### src/rtl/spi_reg_bank.sv
// SPI mode-0 register bank sampled in the clk domain; write frames update registers.
// Read-back on cipo is built only when SPI_READBACK_EN is defined.
module spi_reg_bank #(
    parameter int unsigned NUM_REGS = 5,
    parameter int unsigned ADDR_W   = 7,
    parameter int unsigned DATA_W   = 8
) (
    input  logic                       clk,
    input  logic                       rst_n,
    input  logic                       sclk,
    input  logic                       copi,
    input  logic                       ncs,
    output logic                       cipo,
    output logic [NUM_REGS*DATA_W-1:0] regs,
    output logic                       wr_strobe,
    output logic [ADDR_W-1:0]          wr_addr,
    output logic [7:0]                 err_count
);

    localparam int unsigned FRAME_W = 1 + ADDR_W + DATA_W;
    localparam int unsigned CNT_W   = $clog2(FRAME_W + 2);

    localparam logic [CNT_W-1:0] CntFrame = CNT_W'(FRAME_W);
    localparam logic [CNT_W-1:0] CntSat   = CNT_W'(FRAME_W + 1);
    // Count value just before the rise that completes the address field.
    localparam logic [CNT_W-1:0] CntAddr  = CNT_W'(ADDR_W);

    typedef enum logic [1:0] {StIdle, StAddr, StData, StOver} state_e;

    logic [2:0]                 sclk_sync_q;
    logic [1:0]                 copi_sync_q;
    logic [2:0]                 ncs_sync_q;
    state_e                     state_q, state_d;
    logic [CNT_W-1:0]           cnt_q, cnt_d;
    logic [FRAME_W-1:0]         rx_q, rx_d;
    logic [NUM_REGS*DATA_W-1:0] regs_q, regs_d;
    logic                       wr_strobe_q, wr_strobe_d;
    logic [ADDR_W-1:0]          wr_addr_q, wr_addr_d;
    logic [7:0]                 err_q, err_d;

    logic                       sclk_rise;
    logic                       ncs_s;
    logic                       ncs_rise;
    logic                       ncs_fall;
    logic [FRAME_W-1:0]         rx_shift;
    logic                       rx_rw;
    logic [ADDR_W-1:0]          rx_addr;
    logic [DATA_W-1:0]          rx_data;

    assign sclk_rise = sclk_sync_q[1] & ~sclk_sync_q[2];
    assign ncs_s     = ncs_sync_q[1];
    assign ncs_rise  = ncs_sync_q[1] & ~ncs_sync_q[2];
    assign ncs_fall  = ~ncs_sync_q[1] & ncs_sync_q[2];

    assign rx_shift = {rx_q[FRAME_W-2:0], copi_sync_q[1]};
    assign rx_rw    = rx_q[FRAME_W-1];
    assign rx_addr  = rx_q[FRAME_W-2 -: ADDR_W];
    assign rx_data  = rx_q[DATA_W-1:0];

    always_comb begin
        state_d     = state_q;
        cnt_d       = cnt_q;
        rx_d        = rx_q;
        regs_d      = regs_q;
        wr_strobe_d = 1'b0;
        wr_addr_d   = wr_addr_q;
        err_d       = err_q;

        // ncs rise takes priority over a coincident sclk rise, which is dropped.
        if (ncs_rise) begin
            state_d = StIdle;
            if (cnt_q == CntFrame) begin
                if (rx_rw && (32'(rx_addr) < NUM_REGS)) begin
                    for (int unsigned i = 0; i < NUM_REGS; i++) begin
                        if (32'(rx_addr) == i) begin
                            regs_d[i*DATA_W +: DATA_W] = rx_data;
                        end
                    end
                    wr_strobe_d = 1'b1;
                    wr_addr_d   = rx_addr;
                end
            end else if ((cnt_q != '0) && (err_q != 8'hff)) begin
                err_d = err_q + 8'd1;
            end
        end else if (ncs_fall) begin
            state_d = StAddr;
            cnt_d   = '0;
            rx_d    = '0;
        end else if ((state_q != StIdle) && sclk_rise) begin
            if (cnt_q != CntSat) begin
                cnt_d = cnt_q + CNT_W'(1);
            end
            if (cnt_q < CntFrame) begin
                rx_d = rx_shift;
            end
            case (state_q)
                StAddr:  if (cnt_q == CntAddr) state_d = StData;
                StData:  if (cnt_q == CntFrame) state_d = StOver;
                default: ;
            endcase
        end
    end

    always_ff @(posedge clk or negedge rst_n) begin
        if (!rst_n) begin
            sclk_sync_q <= 3'b000;
            copi_sync_q <= 2'b00;
            ncs_sync_q  <= 3'b111;
            state_q     <= StIdle;
            cnt_q       <= '0;
            rx_q        <= '0;
            regs_q      <= '0;
            wr_strobe_q <= 1'b0;
            wr_addr_q   <= '0;
            err_q       <= 8'h00;
        end else begin
            sclk_sync_q <= {sclk_sync_q[1:0], sclk};
            copi_sync_q <= {copi_sync_q[0], copi};
            ncs_sync_q  <= {ncs_sync_q[1:0], ncs};
            state_q     <= state_d;
            cnt_q       <= cnt_d;
            rx_q        <= rx_d;
            regs_q      <= regs_d;
            wr_strobe_q <= wr_strobe_d;
            wr_addr_q   <= wr_addr_d;
            err_q       <= err_d;
        end
    end

`ifdef SPI_READBACK_EN
    logic [DATA_W-1:0] tx_q, tx_d;
    logic [DATA_W-1:0] rd_data;
    logic              sclk_fall;
    logic              lat_rw;
    logic [ADDR_W-1:0] lat_addr;

    assign sclk_fall = ~sclk_sync_q[1] & sclk_sync_q[2];
    assign lat_rw    = rx_shift[ADDR_W];
    assign lat_addr  = rx_shift[ADDR_W-1:0];

    // Out-of-range addresses read back as zero.
    always_comb begin
        rd_data = '0;
        for (int unsigned i = 0; i < NUM_REGS; i++) begin
            if (32'(lat_addr) == i) begin
                rd_data = regs_q[i*DATA_W +: DATA_W];
            end
        end
    end

    always_comb begin
        tx_d = tx_q;
        if (ncs_rise || ncs_fall) begin
            tx_d = '0;
        end else if ((state_q == StAddr) && sclk_rise && (cnt_q == CntAddr)) begin
            tx_d = lat_rw ? '0 : rd_data;
        end else if ((state_q == StData) && sclk_fall) begin
            tx_d = tx_q << 1;
        end
    end

    always_ff @(posedge clk or negedge rst_n) begin
        if (!rst_n) begin
            tx_q <= '0;
        end else begin
            tx_q <= tx_d;
        end
    end

    assign cipo = ((state_q == StData) && !ncs_s) ? tx_q[DATA_W-1] : 1'b0;
`else
    assign cipo = 1'b0;
`endif

    assign regs      = regs_q;
    assign wr_strobe = wr_strobe_q;
    assign wr_addr   = wr_addr_q;
    assign err_count = err_q;

endmodule

### config.mk
export PLATFORM = sky130hd
export DESIGN_NAME = spi_reg_bank
export DESIGN_NICKNAME = d
export VERILOG_FILES = /design/src/rtl/spi_reg_bank.sv
export SDC_FILE = /design/constraint.sdc
export NUM_CORES = 1
export LEC_CHECK = 0
export CORE_AREA = 2 2 94 96
export DETAILED_ROUTE_END_ITERATION = 6
export DIE_AREA = 0 0 96 98
export HOLD_SLACK_MARGIN = 0.06
export PLACE_DENSITY_LB_ADDON = 0.08
export SLEW_MARGIN = 5
export SYNTH_ARGS = -nofsm -noshare
export SYNTH_HDL_FRONTEND = slang
export SYNTH_SLANG_ARGS = --single-unit
### constraint.sdc
create_clock -name clk -period 2.25 [get_ports clk]
set_input_delay 0.45 -clock clk [delete_from_list [all_inputs] [get_ports clk]]
set_output_delay 0.45 -clock clk [all_outputs]
set_load 0.05 [all_outputs]
; Word-level counts from Yosys, hierarchy flattened
; Cells that the tools add are included.
[word_totals]
out_inout_bits = 57
inputBits = 5
ff_bits = 87
mem_bits_rw = 0
n_memories = 0
wordCells = 74
romBits = 0
latchBits = 0
[classes]
n_mux = 15
magnitude_cmp = 2
eq_ne = 12
n_div = 0
n_bitwise = 8
multipliers = 0
shifts = 0
reduce_logical = 21
add_sub_neg = 2
[ops]
columns = cell, n
row1 = 16-bit 2-to-1 mux, 3
row2 = 4-bit AND reduction, 6
row3 = 5-bit 2-to-1 mux, 3
row4 = "7-bit by 2-bit == test with 1-bit output, second input constant", 2
row5 = 3-bit AND reduction, 4
row6 = 2-bit 2-to-1 mux, 5
row7 = "8-bit by 1-bit adder with 8-bit output, second input constant", 1
row8 = "4-bit != test, second input constant", 2
row9 = "8-bit != test, second input constant", 1
row10 = 2-bit nonzero test, 4
row11 = "7-bit by 1-bit == test with 1-bit output, second input constant", 1
row12 = "7-bit by 3-bit == test with 1-bit output, second input constant", 1
row13 = 7-bit logical NOT, 1
row14 = "7-bit by 3-bit less-than comparator with 1-bit output, second input constant", 1
row15 = "5-bit by 1-bit adder with 5-bit output, second input constant", 1
row16 = "5-bit by 3-bit == test with 1-bit output, second input constant", 1
row17 = "5-bit == test, second input constant", 1
row18 = "5-bit less-than comparator, second input constant", 1
row19 = "5-bit != test, second input constant", 1
row20 = 1-bit inverter, 5
row21 = 5-bit nonzero test, 1
row22 = 2-bit case mux with 2 select lines, 1
row23 = 4-bit nonzero test, 1
row24 = 1-bit bitwise AND, 3
row25 = 5 further kinds, 9

; Longest topological paths before layout
[logic_depth]
ltp_word = 6
mapped_depth = 7
ltp_nobuf = 6

; Least setup slack after synthesis
; OpenSTA, ideal clock, no wires.
[synth_path]
path_kind = register to register
startpoint = register ncs_sync_q[1]
endpoint = register regs_q[16], in the netlist regs[16]
setup_time_ps = 125
t_required_ps = 2125
stages_incl_launch_ff = 6
t_arrival_ps = 1805
setup_slack_ps = 320
n_path_buf = 0
period_less_slack_ps = 1930
cell_sequence = dfstp_2 > ha_1 > nor2b_1 > nand3_2 > nor4b_4 > mux2_2
[synth_between]
elab_chain_cells = 2
[synth_lines]
columns = element, line
row1 = "start, declared", 32  ; logic [2:0] ncs_sync_q;
row2 = "start signal, assigned", 119  ; ncs_sync_q <= {ncs_sync_q[1:0], ncs};
row3 = 1-bit bitwise AND, 52  ; assign ncs_rise = ncs_sync_q[1] & ~ncs_sync_q[2];
row4 = 4-bit AND reduction (no line), -
row5 = "end signal, assigned", 123  ; regs_q <= regs_d;
row6 = "end, declared", 36  ; logic [NUM_REGS*DATA_W-1:0] regs_q, regs_d;
; No other way between the ends.
; A chain may end at the register's enable or synchronous reset.

; Worst setup path after layout
[layout_path]
startpoint = register err_q[2], in the netlist err_count[2]
endpoint = output err_count[2]
[layout_rtl]
columns = element, line
row1 = "start, declared", 39  ; logic [7:0] err_q, err_d;
row2 = "start signal, assigned", 126  ; err_q <= err_d;
row3 = "end, declared", 17  ; output logic [7:0] err_count
; No word-level cell between the ends.

==> results.yml <==
yosys:
  yosysWarnings: 0
  syn_nets: 309
  synth.avg_cell_area_um2: 12.62
  synth_area_leaders: "dfrtp_1 (56%), mux2_2 (13%), ha_1 (3.0%), o21ai_0 (2.7%), nand2_1 (2.6%)"
  synth_cell_types: 41
  synth_edf_count: 0
  synth_ff_type: "dfrtp_1"
  synth_most_common_cell: "dfrtp_1"
  synth-seq-cells: 87
  seq_area_frac_synth_pct: 58.59
  synth_top_cell_by_area: "dfrtp_1"
  synth_top_cells_by_count: "dfrtp_1 (84), mux2_2 (44), nand2_1 (26), o21ai_0 (20), nand2b_1 (15)"
  synthCells: 295
  netlist_area_mm2: 0.003722
  async_reset_ff_share_pct: 100.0
  synth_top_area_share_pct: 56.47
clocking:
  clock_sinks: 87
  cts_tree: "yes"
  cts_max_level: 3
  clockBufferDepth: 2
  postCtsSetupBuffers: 0
  cts.repair.resized: 0
  cts.clk_slew.worst_paths_ns: 0.08
  cts-buffers-inserted: 9
  clk_latency_ns: 0.35
  ctsHoldBuffers: 1
  root_buffer: "clkbuf_8"
routing:
  viasPerCell: 4.949
  wirelength_um: 6880
  ant_nets: 0
  wire_per_inst_um: 14.51
  first_pass_iters: 6
  vias: 2346
  route.detailed.drc: 0
  drtIter0Drc: 102
layout:
  area_growth_pct: 24.44
  multi_input_area_mm2: 0.001440
  seqCellArea_mm2: 0.002181
  drive_above_1_share_pct: 21.86
  nets: 375
  nFillCells: 752
  layoutNonFillerInstCount: 474
  num_antenna_cells: 0
timing:
  grt_setup_unrepaired: "no"
  finalSetupViolations: 0
  hold_viol_final: 0
  maxSlewHeadroom_pct: 65.25
  worstMarginPinSlew_ns: 0.5201
  final.min_clock_period_ns: 2.097
  max_freq_mhz: 476.9
  fin_tns_setup_ns: 0
  fin_crit_sh_pct: 93.19
  drv_slew: 0
  fin_skew_ns: 0.009586
worst_setup_path:
  cp_slowest_cell: "clkdlybuf4s50_1"
  cp_num_buf_inv: 1
  cp_top_family: "buffers and inverters"
  slowest_delay_ns: 0.85
  critical_path_arrival_ns: 1.65
  cp-end-kind: "primary output"
  path_cells: "clkdlybuf4s50_1"
  cp_max_fo: 6
  startpoint_type: "register"
  r2r_start: "cnt_q[1]"
  critPathKind: "register to primary output"
  cp-startpoint: "err_count[2]"
  worstPathRequired_ns: 1.80
global_route:
  grt_pass1_wl_um: 11720
  gr-total-overflow: 0
  grt_pass1_vias: 2353
  grtUsageTotal_pct: 16.26
  grt_start_max_net_pins: 55
  antenna_found_initial: 0
floorplanning:
  initial_core_util_pct: 43.97
  die_y_um: 98
  dieArea_mm2: 0.009408
  core_region_area_mm2: 0.008466
  die_width_um: 96
  fp-row-count: 34
  io_pins: 62
placed_design:
  hpwl_um: 4788
  dp.cells: 457
  portBuffers: 60
  gp_congestion: 0.7961
pwr:
  ir_worst_vdd_v: 0.0005760
  power_leakage_nw: 2.124
  powerDensity_mw_per_mm2: 641.7
run:
  maxCapViolCount: 0
worst_hold_path:
  hold_start: "copi_sync_q[0]"
  hold_path.class: "register to register"
run_status:
  run_status: "complete, no violations"
-- logic make-up (layout without fill, tap and decap cells) --
kind of cell	after synthesis	count (layout)	share of synthesized area, %
and+or+nand+nor	90	90	15.09
DFF	87	87	58.59
muxes	47	47	14.12
AOI/OAI and AO/OA	33	33	5.311
buffers and inverters	24	95	2.823
adders and majority gates	9	9	3.025
xor gates and xnor gates	4	4	0.9413
other	1	1	0.1007
-- worst paths after layout --
kind	to	slack, ns	cells past startpoint
min in group asynchronous	wr_addr[5]	0.59	2
max	err_count[2]	0.15	1
max reg2reg	regs[34]	0.16	6
min	copi_sync_q[1]	0.35	0
max in group asynchronous	rx_q[1]	1.02	3
min reg2reg	copi_sync_q[1]	0.35	0
-- metal layers --
metal	wire length [um]	vias to the layer above	share of wire (%)	GRT usage [%]
li1	-	1145	-	-
met1	3208	1142	47	22.43
met2	3341	50	49	25.37
met3	218	9	3.2	2.855
met4	112	0	1.6	6.593
met5	0	-	0	0
-- cell usage in the layout (no fill, tap or decap), types with 3 or more instances in the layout --
cell type / n
mux2_2: 44
nand2b_1: 15
nand3_2: 3
clkbuf_8: 9
inv_1: 12
nor4bb_1: 3
ha_1: 9
nor3_1: 4
nand4_1: 4
dfstp_2: 3
o21ai_0: 20
nand2_1: 26
mux2i_1: 3
and2_1: 4
clkdlybuf4s50_1: 59
a21oi_1: 3
dfrtp_1: 84
nor2_1: 13
buf_4: 6
-- cell type report --
cell class / count / share of cell area, %
Clock buffer: 11 / 2.836
Clock inverter: 5 / 0.7293
Sequential cell: 87 / 47.08
Timing Repair Buffer: 67 / 14.37
Multi-Input combinational cell: 184 / 31.09
Inverter: 12 / 0.9724
Tap cell: 108 / 2.917
-- sequential cells by signal, summed over array words and instances (netlist names), 3 cells and up --
signal,flops
cnt_q,5
err_count,8
ncs_sync_q,3
regs,40
rx_q,16
sclk_sync_q,3
wr_addr,7
-- power by group --
group | switching [mW] | internal (mW) | total, mW
Sequential | 0.0874 | 1.62 | 1.71
Combinational | 0.199 | 0.116 | 0.316
Clock | 0.542 | 0.402 | 0.945
-- per-stage QoR --
stage | hold slack [ns] | instance area (um^2) | total power, mW | util (%) | setup WS, ns
after CTS | 0.3557 | 4632 | 3.019 | 54.71 | 0.1337
after global placement | 0.3389 | 4457 | 2.058 | 52.65 | 0.2337
after global routing | 0.3737 | 4632 | 3.124 | 54.71 | 0.03143
after detailed placement | 0.3372 | 4457 | 2.062 | 52.65 | 0.1927
final | 0.3527 | 4632 | 2.972 | 54.71 | 0.1532
after floorplan | 0.1544 | 3722 | 1.924 | - | 0.3204
Power figures use the tool's default switching activity.
